**src/rtl/life_pkg.sv**
```systemverilog
// Shared constants, state encoding and neighbour offset table for the Game-of-Life engine.
package life_pkg;
  localparam logic [1:0] CMD_SEED  = 2'd0;
  localparam logic [1:0] CMD_STEP  = 2'd1;
  localparam logic [1:0] CMD_CLEAR = 2'd2;
  localparam logic [1:0] CMD_RUN   = 2'd3;

  localparam logic [7:0] ANSI_ESC  = 8'h1B;
  localparam logic [7:0] ANSI_LBR  = 8'h5B;
  localparam logic [7:0] ANSI_SEMI = 8'h3B;
  localparam logic [7:0] ANSI_HOME = 8'h48;
  localparam logic [7:0] CHR_CR    = 8'h0D;
  localparam logic [7:0] CHR_LF    = 8'h0A;

  localparam int NEIGH_COUNT = 8;

  typedef enum logic [2:0] {S_IDLE, S_SEED, S_CLEAR, S_EVAL, S_COPY, S_DISP} state_e;

  typedef struct packed {
    logic [1:0] code;
    logic       wrap;
  } life_cmd_t;

  // Returns {dx, dy}; each 2-bit field is 00 = 0, 01 = +1, 11 = -1.
  function automatic logic [3:0] neigh_off(input logic [3:0] k);
    case (k)
      4'd0:    neigh_off = 4'b11_01;
      4'd1:    neigh_off = 4'b00_01;
      4'd2:    neigh_off = 4'b01_01;
      4'd3:    neigh_off = 4'b11_00;
      4'd4:    neigh_off = 4'b01_00;
      4'd5:    neigh_off = 4'b11_11;
      4'd6:    neigh_off = 4'b00_11;
      4'd7:    neigh_off = 4'b01_11;
      default: neigh_off = 4'b00_00;
    endcase
  endfunction
endpackage

```
**src/rtl/life_grid_engine_if.sv**
```systemverilog
// Command and display-stream handshake bundle; the engine is the slave side.
interface life_grid_engine_if;
  logic       cmd_valid;
  logic       cmd_ready;
  logic [1:0] cmd_code;
  logic       wrap_mode;
  logic       seed_bit;
  logic [7:0] out_data;
  logic       out_valid;
  logic       out_ready;

  modport master (output cmd_valid, cmd_code, wrap_mode, seed_bit, out_ready,
                  input  cmd_ready, out_data, out_valid);
  modport slave  (input  cmd_valid, cmd_code, wrap_mode, seed_bit, out_ready,
                  output cmd_ready, out_data, out_valid);
endinterface

```
**src/rtl/life_display_fmt.sv**
```systemverilog
// Display byte sequencer: ANSI cursor-home header, then H rows of W cell bytes each ended by CR LF.
module life_display_fmt
  import life_pkg::*;
#(
  parameter int         LOG_W     = 4,
  parameter int         LOG_H     = 3,
  parameter logic [7:0] LIVE_CHAR = 8'h4F,
  parameter logic [7:0] DEAD_CHAR = 8'h20
) (
  input  logic                   clk,
  input  logic                   rst_n,
  input  logic                   start,
  output logic [LOG_W+LOG_H-1:0] rd_addr,
  input  logic                   rd_bit,
  output logic [7:0]             out_data,
  output logic                   out_valid,
  input  logic                   out_ready,
  output logic                   done
);
  localparam int W  = 1 << LOG_W;
  localparam int CW = LOG_W + 1;

  logic             active, in_hdr, xfer, row_end;
  logic [1:0]       hidx;
  logic [CW-1:0]    col;
  logic [LOG_H-1:0] row;

  assign xfer      = active && out_ready;
  assign row_end   = (col == CW'(W + 1));
  assign done      = xfer && !in_hdr && row_end && (&row);
  assign out_valid = active;
  assign rd_addr   = {row, col[LOG_W-1:0]};

  // Byte is a pure function of the position registers, so it holds while stalled.
  always_comb begin
    out_data = 8'h00;
    if (active) begin
      if (in_hdr) begin
        case (hidx)
          2'd0:    out_data = ANSI_ESC;
          2'd1:    out_data = ANSI_LBR;
          2'd2:    out_data = ANSI_SEMI;
          default: out_data = ANSI_HOME;
        endcase
      end else if (!col[LOG_W]) out_data = rd_bit ? LIVE_CHAR : DEAD_CHAR;
      else if (!col[0])         out_data = CHR_CR;
      else                      out_data = CHR_LF;
    end
  end

  always_ff @(posedge clk or negedge rst_n) begin
    if (!rst_n) begin
      active <= 1'b0;
      in_hdr <= 1'b0;
      hidx   <= '0;
      col    <= '0;
      row    <= '0;
    end else if (start) begin
      active <= 1'b1;
      in_hdr <= 1'b1;
      hidx   <= '0;
      col    <= '0;
      row    <= '0;
    end else if (xfer) begin
      if (in_hdr) begin
        hidx <= hidx + 2'd1;
        if (hidx == 2'd3) in_hdr <= 1'b0;
      end else if (row_end) begin
        col <= '0;
        row <= row + LOG_H'(1);
        if (&row) active <= 1'b0;
      end else begin
        col <= col + CW'(1);
      end
    end
  end
endmodule

```
**src/rtl/life_grid_engine.sv**
```systemverilog
// Game-of-Life engine: board storage, serial 9-cycle-per-cell evaluator, copy-back and display.
// Optional LIFE_AUTORUN_EN adds a self-timed STEP issued every TICK_CYCLES idle cycles while running.
module life_grid_engine
  import life_pkg::*;
#(
`ifdef LIFE_AUTORUN_EN
  parameter int         TICK_CYCLES = 4800000,
`endif
  parameter int         LOG_W     = 4,
  parameter int         LOG_H     = 3,
  parameter logic [7:0] LIVE_CHAR = 8'h4F,
  parameter logic [7:0] DEAD_CHAR = 8'h20
) (
  input  logic                   clk,
  input  logic                   rst_n,
  life_grid_engine_if.slave      bus,
  output logic                   busy,
  output logic [LOG_W+LOG_H:0]   population,
  output logic [15:0]            gen_count,
  output logic                   stable
);
  localparam int N  = 1 << (LOG_W + LOG_H);
  localparam int AW = LOG_W + LOG_H;
  localparam int PW = AW + 1;

  state_e           state, state_nxt;
  logic [N-1:0]     board, nxt;
  logic [AW-1:0]    idx, rd_addr;
  logic [3:0]       ph, ncnt, off;
  logic [PW-1:0]    pop_acc;
  logic             change, wrap, acc, go, last_idx, fmt_start, fmt_done;
  logic [LOG_W-1:0] cx, nx;
  logic [LOG_H-1:0] cy, ny;
  logic             offx, offy, nbit, cur, newv;
  life_cmd_t        cmd;

  assign acc           = bus.cmd_valid && bus.cmd_ready;
  assign bus.cmd_ready = (state == S_IDLE);
  assign busy          = (state != S_IDLE);
  assign last_idx      = (idx == AW'(N - 1));

`ifdef LIFE_AUTORUN_EN
  localparam int TW = $clog2(TICK_CYCLES + 1);
  logic          run, tick;
  logic [TW-1:0] tcnt;

  // An external command in the tick cycle wins and the tick is dropped.
  assign tick = run && (state == S_IDLE) && (tcnt == TW'(TICK_CYCLES - 1)) && !acc;
  assign go   = acc || tick;

  always_ff @(posedge clk or negedge rst_n) begin
    if (!rst_n) begin
      run  <= 1'b0;
      tcnt <= '0;
    end else begin
      if (acc && bus.cmd_code == CMD_RUN) run <= !run;
      if (acc || tick || !run)  tcnt <= '0;
      else if (state == S_IDLE) tcnt <= tcnt + TW'(1);
    end
  end

  always_comb begin
    cmd.code = acc ? bus.cmd_code : CMD_STEP;
    cmd.wrap = bus.wrap_mode;
  end
`else
  assign go = acc;
  always_comb begin
    cmd.code = bus.cmd_code;
    cmd.wrap = bus.wrap_mode;
  end
`endif

  // Neighbour address for the current accumulate phase; power-of-two sizes make wrap free.
  always_comb begin
    cx   = idx[LOG_W-1:0];
    cy   = idx[AW-1:LOG_W];
    off  = neigh_off(ph);
    nx   = cx;
    ny   = cy;
    offx = 1'b0;
    offy = 1'b0;
    if (off[3:2] == 2'b01)      begin nx = cx + LOG_W'(1); offx = &cx;  end
    else if (off[3:2] == 2'b11) begin nx = cx - LOG_W'(1); offx = ~|cx; end
    if (off[1:0] == 2'b01)      begin ny = cy + LOG_H'(1); offy = &cy;  end
    else if (off[1:0] == 2'b11) begin ny = cy - LOG_H'(1); offy = ~|cy; end
    nbit = board[{ny, nx}] && (wrap || !(offx || offy));
    cur  = board[idx];
    newv = (cur && ncnt == 4'd2) || (ncnt == 4'd3);
  end

  always_comb begin
    state_nxt = state;
    case (state)
      S_IDLE:
        if (go) begin
          case (cmd.code)
            CMD_SEED:  state_nxt = S_SEED;
            CMD_STEP:  state_nxt = S_EVAL;
            CMD_CLEAR: state_nxt = S_CLEAR;
            default:   state_nxt = S_IDLE;
          endcase
        end
      S_SEED:  if (last_idx) state_nxt = S_DISP;
      S_CLEAR: state_nxt = S_DISP;
      S_EVAL:  if (ph == 4'(NEIGH_COUNT) && last_idx) state_nxt = S_COPY;
      S_COPY:  if (last_idx) state_nxt = S_DISP;
      S_DISP:  if (fmt_done) state_nxt = S_IDLE;
      default: state_nxt = S_IDLE;
    endcase
  end

  assign fmt_start = (state != S_DISP) && (state_nxt == S_DISP);

  always_ff @(posedge clk or negedge rst_n) begin
    if (!rst_n) state <= S_IDLE;
    else        state <= state_nxt;
  end

  always_ff @(posedge clk or negedge rst_n) begin
    if (!rst_n) begin
      board      <= '0;
      nxt        <= '0;
      idx        <= '0;
      ph         <= '0;
      ncnt       <= '0;
      change     <= 1'b0;
      wrap       <= 1'b0;
      pop_acc    <= '0;
      population <= '0;
      gen_count  <= '0;
      stable     <= 1'b0;
    end else begin
      case (state)
        S_IDLE: begin
          idx     <= '0;
          ph      <= '0;
          ncnt    <= '0;
          change  <= 1'b0;
          pop_acc <= '0;
          if (go) wrap <= cmd.wrap;
        end
        S_SEED: begin
          board[idx] <= bus.seed_bit;
          pop_acc    <= pop_acc + PW'(bus.seed_bit);
          idx        <= idx + AW'(1);
          if (last_idx) begin
            population <= pop_acc + PW'(bus.seed_bit);
            gen_count  <= '0;
            stable     <= 1'b0;
          end
        end
        S_CLEAR: begin
          board      <= '0;
          population <= '0;
          gen_count  <= '0;
          stable     <= 1'b0;
        end
        S_EVAL: begin
          if (ph == 4'(NEIGH_COUNT)) begin
            nxt[idx] <= newv;
            if (newv != cur) change <= 1'b1;
            ncnt <= '0;
            ph   <= '0;
            idx  <= idx + AW'(1);
          end else begin
            ncnt <= ncnt + {3'b000, nbit};
            ph   <= ph + 4'd1;
          end
        end
        S_COPY: begin
          board[idx] <= nxt[idx];
          pop_acc    <= pop_acc + PW'(nxt[idx]);
          idx        <= idx + AW'(1);
          if (last_idx) begin
            population <= pop_acc + PW'(nxt[idx]);
            gen_count  <= gen_count + 16'd1;
            stable     <= !change;
          end
        end
        default: ;
      endcase
    end
  end

  life_display_fmt #(
    .LOG_W(LOG_W), .LOG_H(LOG_H), .LIVE_CHAR(LIVE_CHAR), .DEAD_CHAR(DEAD_CHAR)
  ) u_fmt (
    .clk       (clk),
    .rst_n     (rst_n),
    .start     (fmt_start),
    .rd_addr   (rd_addr),
    .rd_bit    (board[rd_addr]),
    .out_data  (bus.out_data),
    .out_valid (bus.out_valid),
    .out_ready (bus.out_ready),
    .done      (fmt_done)
  );
endmodule

```
**src/flat_wrapper.sv**
```systemverilog
// flat-port wrapper written by rule: the top's interface ports become plain ports
module life_grid_engine_flat import life_pkg::*;
#(

  parameter int         LOG_W     = 4,
  parameter int         LOG_H     = 3,
  parameter logic [7:0] LIVE_CHAR = 8'h4F,
  parameter logic [7:0] DEAD_CHAR = 8'h20
)
  (clk, rst_n, busy, population, gen_count, stable, bus_cmd_valid, bus_cmd_code, bus_wrap_mode, bus_seed_bit, bus_out_ready, bus_cmd_ready, bus_out_data, bus_out_valid);
  life_grid_engine_if bus_i ();
  input  logic clk;
  input  logic rst_n;
  output logic busy;
  output logic [LOG_W+LOG_H:0] population;
  output logic [15:0] gen_count;
  output logic stable;
  input wire logic [$bits(bus_i.cmd_valid)-1:0] bus_cmd_valid;
  input wire logic [$bits(bus_i.cmd_code)-1:0] bus_cmd_code;
  input wire logic [$bits(bus_i.wrap_mode)-1:0] bus_wrap_mode;
  input wire logic [$bits(bus_i.seed_bit)-1:0] bus_seed_bit;
  input wire logic [$bits(bus_i.out_ready)-1:0] bus_out_ready;
  output wire logic [$bits(bus_i.cmd_ready)-1:0] bus_cmd_ready;
  output wire logic [$bits(bus_i.out_data)-1:0] bus_out_data;
  output wire logic [$bits(bus_i.out_valid)-1:0] bus_out_valid;
  assign bus_i.cmd_valid = bus_cmd_valid;
  assign bus_i.cmd_code = bus_cmd_code;
  assign bus_i.wrap_mode = bus_wrap_mode;
  assign bus_i.seed_bit = bus_seed_bit;
  assign bus_i.out_ready = bus_out_ready;
  assign bus_cmd_ready = bus_i.cmd_ready;
  assign bus_out_data = bus_i.out_data;
  assign bus_out_valid = bus_i.out_valid;
  life_grid_engine #(.LOG_W(LOG_W), .LOG_H(LOG_H), .LIVE_CHAR(LIVE_CHAR), .DEAD_CHAR(DEAD_CHAR)) u_core (.clk(clk), .rst_n(rst_n), .bus(bus_i), .busy(busy), .population(population), .gen_count(gen_count), .stable(stable));
endmodule
```
**config.mk**
```make
export PLATFORM = sky130hd
export DESIGN_NAME = life_grid_engine_flat
export DESIGN_NICKNAME = d
export VERILOG_FILES = /design/src/rtl/life_pkg.sv /design/src/rtl/life_grid_engine_if.sv /design/src/rtl/life_display_fmt.sv /design/src/rtl/life_grid_engine.sv /design/src/flat_wrapper.sv
export SDC_FILE = /design/constraint.sdc
export NUM_CORES = 1
export LEC_CHECK = 0
export BUFFER_PORTS_ARGS = -buffer_cell sky130_fd_sc_hd__buf_2
export CAP_MARGIN = 10
export CORE_MARGIN = 2
export CORE_UTILIZATION = 38
export CTS_BUF_LIST = sky130_fd_sc_hd__clkbuf_2 sky130_fd_sc_hd__clkbuf_4 sky130_fd_sc_hd__clkbuf_8
export DETAILED_ROUTE_END_ITERATION = 10
export HOLD_SLACK_MARGIN = 0.02
export SYNTH_ARGS = -nofsm -noshare
export SYNTH_HDL_FRONTEND = slang
export SYNTH_SLANG_ARGS = --single-unit
```
**constraint.sdc**
```tcl
create_clock -name clk -period 8.4 [get_ports clk]
set_input_delay 0.42 -clock clk [delete_from_list [all_inputs] [get_ports clk]]
set_output_delay 0.42 -clock clk [all_outputs]
set_load 0.02 [all_outputs]
```
==> summary.txt <==
Pwr
  – Leakage Power: approximately 0.009 uW
  – Comb power frac: 0.521
  – Power Internal: ~4500 uW
  – Clock share of power: 0.194
  – Worst VDD drop: 221 uV
  – Net Switching: 4100 uW
  – Flop pwr share: 0.285
  – Pwr dens: 386 mW/mm^2
  – Net Sw Frac: 0.479

Yosys
  – Syn nets: 2,313
  – Post-synth top cells: o21ai_0, dfrtp_1, nand2_1
  – Largest area contributor in the netlist: dfrtp_1
  – YS warnings: 0
  – Top_reg_cell synth: dfrtp_1
  – Most instantiated library cell after synthesis: o21ai_0
  – Synthesized flop and latch total: around 320
  – Synth top area cells: dfrtp_1, o21ai_0, mux4_2
  – Mapped Cells: approximately 2,300
  – Unique cell type count in the Yosys netlist: 85
  – Post-synth EDFFs: 0
  – Sequential element share of the synthesized area: 0.395
  – Cell area after synthesis: 0.0203 mm^2
  – Post-synth top area share: 0.395
  – Post-synth ARST share: 1.00
  – Avg Synthesized Cell Area: 8.94 um^2

Critical path
  – Element type at the critical path start: register
  – WS Path Type: reg -> reg
  – Worst-path maximum fanout: 48
  – Critical path's slowest cell: nor3_4
  – Cell family with most CP delay: simple AND/OR/NAND/NOR gates
  – R2R cell count: 16
  – Required @ worst endpoint: about 9.0 ns
  – CP max stage delay: ~0.85 ns
  – Crit-path cells: nor3_4 > buf_4 > nor3b_2 > o21ai_2 > xnor2_2 > mux2i_1 > a2111oi_0 > nand3_1 > nand2_1 > nor4b_1 > nor4_1 > ha_1 > ha_1 > nand2_1 > o21ai_0 > a22o_1
  – Reg2reg setup slack: 2.83 ns
  – Crit path buf inv count: 1
  – Crit end category: register
  – Critical path data arrival time: around 6 ns
  – Worst flop-to-flop path endpoint: u_core.ncnt[1]
  – FF-to-FF Start: u_core.idx[1]

Floorplanning
  – Die span in x: about 240 um
  – Core area: 0.0528 mm^2
  – I/O pin cnt: 44
  – Initial core utilization: 0.386
  – Cell Rows: 84
  – Die Ht: 235 um
  – Die ar.: around 0.055 mm^2

Routing
  – Detailed-route via count: approximately 19,000
  – DRC: 0
  – DR iter-0 viols: 2,307
  – Drt total wl: 71,800 um
  – Met2 wire length: around 32,000 um
  – Max layer used: met5
  – First drt pass iteration count: 6
  – Via-to-Cell Ratio: 6.40
  – DR WL/cell: 24.3 um
  – Metal1 wirelength: 29,900 um
  – Post-route antenna net violation count: 0
  – Met3 WL: 6920 um

Finish
  – Synth-to-layout area growth: 9.21%
  – # diodes: 0
  – Share of layout cells above drive strength 1: 0.145
  – Final-stage net count: between 2,000 and 2,500
  – Core Util, Final: 0.421

STA
  – Final period util: 0.664
  – Max-slew headroom: 0.162
  – RSZ-0062 raised after global routing: false
  – Fin. max-slew vios: 0
  – Min Tclk post-route: 5.57 ns
  – Hold violation count in the final report: 0
  – Final setup fails: 0
  – Max Fclk: 179 MHz
  – TNS Setup: 0 ns
  – Setup skew after layout: 0.0314 ns
  – Slew @ Worst Pin: 1.25 ns

Global route
  – First-pass GRT wire length: 112,000 um
  – Largest net degree at the start of global routing: 129
  – Vias in the first global route: 18,100
  – Initial antenna violation count: 1
  – GRT overflow: 0
  – GRT Util Overall: 0.255

Placement
  – Detailed placer's ending HPWL: 44,500 um
  – Number of port buffers: 42
  – Routability cong.: 0.915

Min path
  – Hold path endpoint: u_core.state[1]
  – Hold Path Class: in -> reg
  – Hold Path Origin: bus_cmd_valid
  – Hold depth: 3

Clocking
  – # Post-CTS Setup Buffers: 0
  – Worst skew pair latency: 0.68 ns
  – Clock sinks: 321
  – Clock tree buffer depth: 3
  – Cts bufs inserted: 56
  – H-tree Lvls: 2
  – Clock root buffer: clkbuf_8
  – CTS tree: done
  – Clock transition at path regs: 0.06 ns
  – Post-cts sizing count: 0

Run status
  – Outcome: complete, no violations

Job
  – Max Cap Viol: 0
[metrics by stage]
step / total power [uW] / worst slack [ns] / instance area [um^2] / std cells / hold slack, ns
6_report: 8570 / 2.83 / 22200 / 2959 / 0.0647
5_1_grt: 8980 / 2.66 / 22200 / 2959 / 0.0522
4_1_cts: 8450 / 3.01 / 22200 / 2959 / 0.0297
3_5_place_dp: 6770 / 2.99 / 20900 / 2854 / 0.467
3_3_place_gp: 6680 / 3.08 / 20900 / 2853 / 0.459
2_1_floorplan: 5390 / 3.93 / 20300 / 2276 / 0.124
[worst min-delay path, cell delays in order]
cell	delay, ns
buf_2	0.11
nand3_1	0.08
a21oi_1	0.07
[placed cells by master, fill, tap and decap left out, types with 34 or more instances in the layout]
cell type,instances
clkbuf_8,72
dfrtp_1,316
nand3_1,34
mux4_2,66
mux2i_1,70
o21ai_0,487
buf_4,49
a21oi_1,155
buf_2,41
nand2_1,309
o2bb2ai_1,52
a221oi_1,54
nor2_1,102
[layout make-up]
class / instances / area, um^2
fillers: 5143 / 30500
multi-input cells: 1720 / 11300
flip-flops and latches: 321 / 8040
clock buffers: 89 / 1120
well taps: 688 / 861
repair buffers: 95 / 639
clock inverters: 14 / 175
inverters: 32 / 120
[how the worst max path moves through the flow]
stage / from / endpoint / slack, ns / cells after the start
floorplan: u_core.idx[1] / u_core.ncnt[1] / 3.93 / 21
global placement: u_core.idx[1] / u_core.ncnt[1] / 3.08 / 16
detailed placement: u_core.idx[1] / u_core.ncnt[1] / 2.99 / 16
CTS: u_core.idx[1] / u_core.ncnt[1] / 3.01 / 16
global route: u_core.idx[1] / u_core.ncnt[3] / 2.66 / 16
finish: u_core.idx[1] / u_core.ncnt[1] / 2.83 / 16
[logic make-up (layout without fill, tap and decap cells)]
kind of cell / Yosys count / after routing / share of synthesized area
adders and majority gates: 29 / 29 / 0.0178
DFF: 321 / 321 / 0.395
buffers and inverters: 235 / 230 / 0.0550
and+or+nand+nor: 566 / 566 / 0.122
other: 1 / 1 / 0.000184
xor gates and xnor gates: 27 / 27 / 0.0124
AOI/OAI and AO/OA: 929 / 929 / 0.271
muxes: 168 / 168 / 0.126
[routing by layer]
| metal | track usage | vias up |
|---|---|---|
| met5 | 0 | - |
| met4 | 0.107 | 2 |
| met3 | 0.0605 | 222 |
| met2 | 0.387 | 1052 |
| met1 | 0.349 | 9330 |
| li1 | - | 8335 |
[power by group through the flow]
stage / registers [uW] / clock network (uW) / logic, uW
global placement: 2410 / 0 / 4260
global route: 2460 / 1770 / 4750
detailed placement: 2430 / 0 / 4350
CTS: 2400 / 1690 / 4360
finish: 2440 / 1660 / 4460
floorplan: 2140 / 0 / 3250
[repair_timing]
action,in CTS,in global routing
setup endpoints to repair,0,0
hold endpoints to repair,105,0
hold buffers,2,0
[sequential cells by signal (all words and copies together) (netlist names), 2 cells and up]
| register | count |
|---|---|
| u_core.u_fmt.col | 5 |
| u_core.population | 8 |
| u_core.nxt | 128 |
| u_core.u_fmt.hidx | 2 |
| u_core.pop_acc | 8 |
| u_core.ph | 4 |
| u_core.state | 3 |
| u_core.u_fmt.row | 3 |
| u_core.gen_count | 16 |
| u_core.idx | 7 |
| u_core.board | 128 |
| u_core.ncnt | 4 |
Note: power is estimated with default switching activity, not from simulation.
